==> src/rtl/truth_table_sweeper_if.sv <==
`timescale 1ns/1ps
`default_nettype none
// ============================================================================
// Module  : truth_table_sweeper_if
// Brief   : Stimulus/response and result bundle between the sweeper and its
//           surroundings (block under test plus the controller reading results).
// Revision: 1.0 - initial release
// ============================================================================
interface truth_table_sweeper_if #(
  parameter int N_IN = 3
) ();
  logic                  start;
  logic [N_IN-1:0]       stim;
  logic                  resp;
  logic                  busy;
  logic                  done;
  logic                  pass;
  logic [N_IN:0]         err_count;
  logic [N_IN-1:0]       first_fail;
  logic [2**N_IN-1:0]    capture;

  // master = the sweeper itself, slave = block under test plus controller
  modport master (
    input  start, resp,
    output stim, busy, done, pass, err_count, first_fail, capture
  );

  modport slave (
    output start, resp,
    input  stim, busy, done, pass, err_count, first_fail, capture
  );
endinterface
`default_nettype wire

==> src/rtl/truth_table_sweeper.sv <==
`timescale 1ns/1ps
`default_nettype none
// ============================================================================
// Module  : truth_table_sweeper
// Brief   : Walks every input vector of an N_IN-input combinational block,
//           samples its output after a settle window and compares it against
//           a golden truth table. Optional macro STOP_ON_FAIL_EN ends the
//           sweep on the first mismatching vector.
// Revision: 1.0 - initial release
// ============================================================================
module truth_table_sweeper #(
  parameter int                 N_IN     = 3,
  parameter int                 SETTLE   = 1,
  parameter logic [2**N_IN-1:0] EXPECTED = 8'b1110_1000
) (
  input  logic                  clk,
  input  logic                  rst,
  truth_table_sweeper_if.master bus
);

  localparam logic [1:0]      c_idle   = 2'd0;
  localparam logic [1:0]      c_run    = 2'd1;
  localparam logic [1:0]      c_done   = 2'd2;
  localparam logic [3:0]      c_settle = 4'(SETTLE);
  localparam logic [N_IN-1:0] c_last   = {N_IN{1'b1}};

  logic [1:0]         r_state;
  logic [1:0]         w_next;
  logic [N_IN-1:0]    r_stim;
  logic [N_IN-1:0]    r_first;
  logic [3:0]         r_hold;
  logic [N_IN:0]      r_err;
  logic [2**N_IN-1:0] r_capture;
  logic               r_pass;

  logic               w_start;
  logic               w_sample;
  logic               w_mismatch;
  logic               w_end;
  logic [N_IN:0]      w_err_next;

  assign w_start    = (r_state == c_idle) && bus.start;
  assign w_sample   = (r_state == c_run) && (r_hold == 4'd0);
  assign w_mismatch = (bus.resp != EXPECTED[r_stim]);
  assign w_err_next = r_err + (N_IN+1)'(w_mismatch);

`ifdef STOP_ON_FAIL_EN
  assign w_end = w_sample && ((r_stim == c_last) || w_mismatch);
`else
  assign w_end = w_sample && (r_stim == c_last);
`endif

  always_ff @(posedge clk or posedge rst) begin
    if (rst) begin
      r_state <= c_idle;
    end else begin
      r_state <= w_next;
    end
  end

  always_comb begin
    w_next = r_state;
    case (r_state)
      c_idle:  if (bus.start) w_next = c_run;
      c_run:   if (w_end)     w_next = c_done;
      c_done:  w_next = c_idle;
      default: w_next = c_idle;
    endcase
  end

  always_comb begin
    bus.busy = (r_state == c_run);
    bus.done = (r_state == c_done);
  end

  // Sample on the last cycle of each vector's hold window, then advance.
  always_ff @(posedge clk or posedge rst) begin
    if (rst) begin
      r_stim    <= '0;
      r_hold    <= '0;
      r_pass    <= 1'b0;
      r_err     <= '0;
      r_first   <= '0;
      r_capture <= '0;
    end else if (w_start) begin
      r_stim    <= '0;
      r_hold    <= c_settle;
      r_pass    <= 1'b0;
      r_err     <= '0;
      r_first   <= '0;
      r_capture <= '0;
    end else if (r_state == c_run) begin
      if (r_hold != 4'd0) begin
        r_hold <= r_hold - 4'd1;
      end else begin
        r_capture[r_stim] <= bus.resp;
        r_hold            <= c_settle;
        if (w_mismatch) begin
          r_err <= w_err_next;
          if (r_err == '0) r_first <= r_stim;
        end
        if (w_end) begin
          r_stim <= '0;
          r_pass <= (w_err_next == '0);
        end else begin
          r_stim <= r_stim + N_IN'(1);
        end
      end
    end
  end

  assign bus.stim       = r_stim;
  assign bus.pass       = r_pass;
  assign bus.err_count  = r_err;
  assign bus.first_fail = r_first;
  assign bus.capture    = r_capture;

endmodule
`default_nettype wire

==> src/flat_wrapper.sv <==
// flat-port wrapper written by rule: the top's interface ports become plain ports
module truth_table_sweeper_flat 
#(
  parameter int                 N_IN     = 3,
  parameter int                 SETTLE   = 1,
  parameter logic [2**N_IN-1:0] EXPECTED = 8'b1110_1000
)
  (clk, rst, bus_start, bus_resp, bus_stim, bus_busy, bus_done, bus_pass, bus_err_count, bus_first_fail, bus_capture);
  truth_table_sweeper_if #(.N_IN(N_IN)) bus_i ();
  input  logic clk;
  input  logic rst;
  input wire logic [$bits(bus_i.start)-1:0] bus_start;
  input wire logic [$bits(bus_i.resp)-1:0] bus_resp;
  output wire logic [$bits(bus_i.stim)-1:0] bus_stim;
  output wire logic [$bits(bus_i.busy)-1:0] bus_busy;
  output wire logic [$bits(bus_i.done)-1:0] bus_done;
  output wire logic [$bits(bus_i.pass)-1:0] bus_pass;
  output wire logic [$bits(bus_i.err_count)-1:0] bus_err_count;
  output wire logic [$bits(bus_i.first_fail)-1:0] bus_first_fail;
  output wire logic [$bits(bus_i.capture)-1:0] bus_capture;
  assign bus_i.start = bus_start;
  assign bus_i.resp = bus_resp;
  assign bus_stim = bus_i.stim;
  assign bus_busy = bus_i.busy;
  assign bus_done = bus_i.done;
  assign bus_pass = bus_i.pass;
  assign bus_err_count = bus_i.err_count;
  assign bus_first_fail = bus_i.first_fail;
  assign bus_capture = bus_i.capture;
  truth_table_sweeper #(.N_IN(N_IN), .SETTLE(SETTLE), .EXPECTED(EXPECTED)) u_core (.clk(clk), .rst(rst), .bus(bus_i));
endmodule
==> config.mk <==
export PLATFORM = sky130hd
export DESIGN_NAME = truth_table_sweeper_flat
export DESIGN_NICKNAME = d
export VERILOG_FILES = /design/src/rtl/truth_table_sweeper_if.sv /design/src/rtl/truth_table_sweeper.sv /design/src/flat_wrapper.sv
export SDC_FILE = /design/constraint.sdc
export NUM_CORES = 1
export LEC_CHECK = 0
export BUFFER_PORTS_ARGS = -buffer_cell sky130_fd_sc_hd__buf_4
export CORE_MARGIN = 2
export CORE_UTILIZATION = 49
export CTS_CLUSTER_SIZE = 24
export DETAILED_ROUTE_END_ITERATION = 6
export PLACE_DENSITY = 0.74
export SYNTH_ARGS = -nofsm -noshare
export SYNTH_HDL_FRONTEND = slang
export SYNTH_SLANG_ARGS = --single-unit
==> constraint.sdc <==
create_clock -name clk -period 2.3 [get_ports clk]
set_clock_uncertainty 0.15 [all_clocks]
set_input_delay 0.46 -clock clk [delete_from_list [all_inputs] [get_ports clk]]
set_output_delay 0.46 -clock clk [all_outputs]
set_load 0.02 [all_outputs]
==> results by group <==
Status
  – Outcome: completed

Synthesis
  – Yosys cell types: 31
  – Complex-gate fraction of the synthesized area: 4.440%
  – Largest family of logic cells by synthesized area: simple AND/OR/NAND/NOR gates
  – Mapped Area: 1353 µm²
  – Syn Nets: 151
  – Multiplexer share of the synthesized area: 11.84%
  – Async set-reset flop share out of synthesis: 100.0%
  – Mapped Avg Cell Area: 9.661 µm²
  – Synth Area in Simple Gates: 24.79%
  – Post-synthesis adder-cell area fraction: 6.475%
  – Cells after synthesis: 140
  – Sequential area share after synthesis: 46.25%
  – XOR/XNOR Fraction of Synth Area: 1.295%
  – FF+latch count, synth: 25
  – Prevailing post-synth register cell: dfrtp_1
  – Synth warnings: 0
  – Post-synth EDFFs: 0

STA
  – Final-report max-slew violation count: 0
  – Tcrit/Tclk final: 99.82%
  – Slew at the pin closest to its max-slew limit: 681.1 ps
  – Max Fclk: 0.4356 GHz
  – RSZ-0062 raised after global routing: true
  – Hold_ws: 57.92 ps
  – Final-report hold violation count: 0
  – Final min period: 2296 ps
  – Slew headroom: 54.54%
  – Final setup violating endpoints: 0

GRT
  – Largest net degree at the start of global routing: 19
  – First-pass GRT wire length: 5244 µm
  – Grt total ovfl: 0
  – Antenna violations before repair: 0
  – Number of global-route vias before repair: 1225
  – GRT Util Overall: 20.88%

Drt
  – Via count: 1185
  – Avg WL per Cell: 14.79 µm
  – Post-Route WL: 3105 µm
  – Vias per inst: 5.643
  – Pre-Repair DR Iteration Count: 4
  – DRC errors left: 0
  – Initial DRC count: 52
  – Antenna-violating nets left: 0

Cells and area
  – Ant diodes: 0
  – Nets: 191
  – P&R area growth vs syn: 29.79%
  – Ratio of cells with drive above 1 in the final layout: 33.52%

Clock network
  – Num CTS Buffers: 3
  – CTS H-tree depth: 1
  – Clk root buf: clkbuf_4
  – Clock Path Buffers: 2
  – Clk pin slew, worst setup/hold paths: 140 ps
  – Worst skew pair latency: 340 ps
  – Clock sink count: 25
  – CTS tree: built

Worst setup path
  – Flop-to-flop setup slack: 4 ps
  – R2r endpoint: u_core.bus.pass$_DFFE_PP0P_
  – Reg2reg start: u_core.bus.stim[0]$_DFFE_PP0P_
  – Worst Path Required: 2410 ps
  – Critical path startpoint category: flop
  – CP endpoint kind: flop
  – Crit Path Category: flop to flop
  – R2r worst-path depth: 11
  – Arr. time, crit path: 2410 ps
  – Worst-path fanout max: 3

Placed design
  – I/O Buffers: 24
  – Post-DP HPWL: 2234 µm
  – Gpl congestion: 0.8490

Pwr
  – Tot Pwr: 2.149 mW
  – Leakage power: 0.8858 nW
  – VDD IR max: 0.8535 mV
  – PD cells: 1224 nW/µm²

Die
  – Die area: 3197 µm²
  – Die Y: 56.54 µm
  – Die X: 56.54 µm
  – Initial Util: 50.35%
  – Core area: 2686 µm²
  – Io pins: 25
  – Cell Rows: 19

Hold path
  – Worst hold path type: input port to async pin

Run
  – Maxcap violations: 0
==> how the worst max path moves through the flow <==
stage	startpoint	endpoint	slack (ps)	depth (start not counted)
floorplan	u_core.bus.stim[0]$_DFFE_PP0P_	u_core.bus.pass$_DFFE_PP0P_	-70	10
global placement	u_core.bus.stim[0]$_DFFE_PP0P_	u_core.bus.pass$_DFFE_PP0P_	-10	10
detailed placement	u_core.bus.stim[0]$_DFFE_PP0P_	u_core.bus.pass$_DFFE_PP0P_	-50	10
CTS	u_core.bus.stim[0]$_DFFE_PP0P_	u_core.bus.pass$_DFFE_PP0P_	-30	10
global route	u_core.bus.stim[0]$_DFFE_PP0P_	u_core.bus.pass$_DFFE_PP0P_	-70	11
finish	u_core.bus.stim[0]$_DFFE_PP0P_	u_core.bus.pass$_DFFE_PP0P_	4	11
==> logic make-up after synthesis <==
logic type / Yosys count
AOI/OAI and AO/OA: 10
xor gates and xnor gates: 2
adders and majority gates: 7
buffers and inverters: 15
DFF: 25
muxes: 16
and+or+nand+nor: 65
==> synthesized netlist by cell type (all sizes together), types with 2 or more instances <==
master / count / area (µm²)
nand2: 31 / 116.4
nor2b: 3 / 18.77
nor4: 3 / 18.77
buf: 3 / 21.27
nand4: 3 / 18.77
nor2: 3 / 11.26
and2: 3 / 20.02
mux2i: 16 / 160.2
nor3: 5 / 25.02
nand3: 4 / 20.02
xor2: 2 / 17.52
ha: 7 / 87.58
inv: 9 / 33.78
or3: 2 / 12.51
o21ai: 2 / 10.01
a21oi: 5 / 25.02
or4: 2 / 18.77
and4: 2 / 17.52
dfrtp: 25 / 625.6
clkbuf: 3 / 11.26
==> metal layers <==
layer | vias to the layer above | share of wire, % | GRT usage [%]
met4 | 0 | 2.4 | 12.59
li1 | 561 | - | -
met5 | - | 0 | 0
met3 | 7 | 3.8 | 2.995
met2 | 30 | 50 | 34.72
met1 | 587 | 44 | 25.41
==> layout by cell type (no fill, tap or decap), types with 2 or more instances in the layout <==
| master | netlist | routed |
|---|---|---|
| xor2_1 | 2 | 2 |
| nor3_1 | 5 | 5 |
| inv_1 | 8 | 6 |
| nor4_1 | 3 | 3 |
| nand2_1 | 31 | 31 |
| a21oi_1 | 5 | 5 |
| ha_1 | 7 | 3 |
| o21ai_0 | 2 | 2 |
| nor2_1 | 3 | 3 |
| inv_2 | 1 | 3 |
| clkbuf_4 | 0 | 3 |
| buf_4 | 0 | 41 |
| nor2b_1 | 3 | 3 |
| ha_4 | 0 | 4 |
| and4_1 | 2 | 2 |
| nand4_1 | 3 | 3 |
| nand3_1 | 4 | 4 |
| dfrtp_1 | 25 | 22 |
| mux2i_1 | 16 | 16 |
| dfrtp_2 | 0 | 3 |
==> worst max-delay path, stage by stage (launching register included) <==
cell and delay [ps]:
dfrtp_2 470, inv_2 90, ha_4 130, nor2b_1 40, or3_4 360, and2_4 150
ha_4 160, ha_4 160, xor2_1 140, nor3_1 130, nand4_1 100, a21oi_1 130
==> stage by stage <==
step | instance area (µm²) | worst slack (ps) | util (%) | instances | setup TNS, ps
4_1_cts | 1748 | -25.33 | 65.07 | 209 | -25.33
3_5_place_dp | 1648 | -50.68 | 61.34 | 202 | -50.68
3_3_place_gp | 1648 | -12.01 | 61.34 | 202 | -12.01
5_1_grt | 1755 | -69.97 | 65.35 | 210 | -88.77
6_report | 1755 | 4.186 | 65.35 | 210 | 0
2_1_floorplan | 1364 | -74.73 | - | 140 | -74.73
==> state kept, by name, summed over array words and instances, names as in the netlist <==
name                   flops
u_core.bus.err_count       4
u_core.bus.stim            3
u_core.r_hold              4
u_core.bus.pass            1
u_core.bus.capture         8
u_core.r_state             2
u_core.bus.first_fail      3
==> layout make-up <==
class	instances	area, µm²
Fill cell	223	930.9
Multi-Input combinational cell	100	718.2
Sequential cell	25	629.4
Timing Repair Buffer	41	307.8
Tap cell	31	38.79
Inverter	9	33.78
Clock buffer	3	22.52
Clock inverter	1	5.005
==> repair_timing <==
action | 4_1_cts | 5_1_grt
endpoints found under the hold margin | 0 | 0
gates cloned | 0 | 0
setup endpoints to repair | 1 | 2
pin swaps | 3 | 2
gates resized for setup | 8 | 0
setup buffers | 3 | 1
hold buffers | 0 | 0
==> power breakdown <==
group | internal, mW | leakage [nW] | switching [mW]
Sequential | 0.598 | 0.323 | 0.144
Combinational | 0.562 | 0.545 | 0.641
Clock | 0.0655 | 0.0177 | 0.138
(Power assumes the default switching activity.)
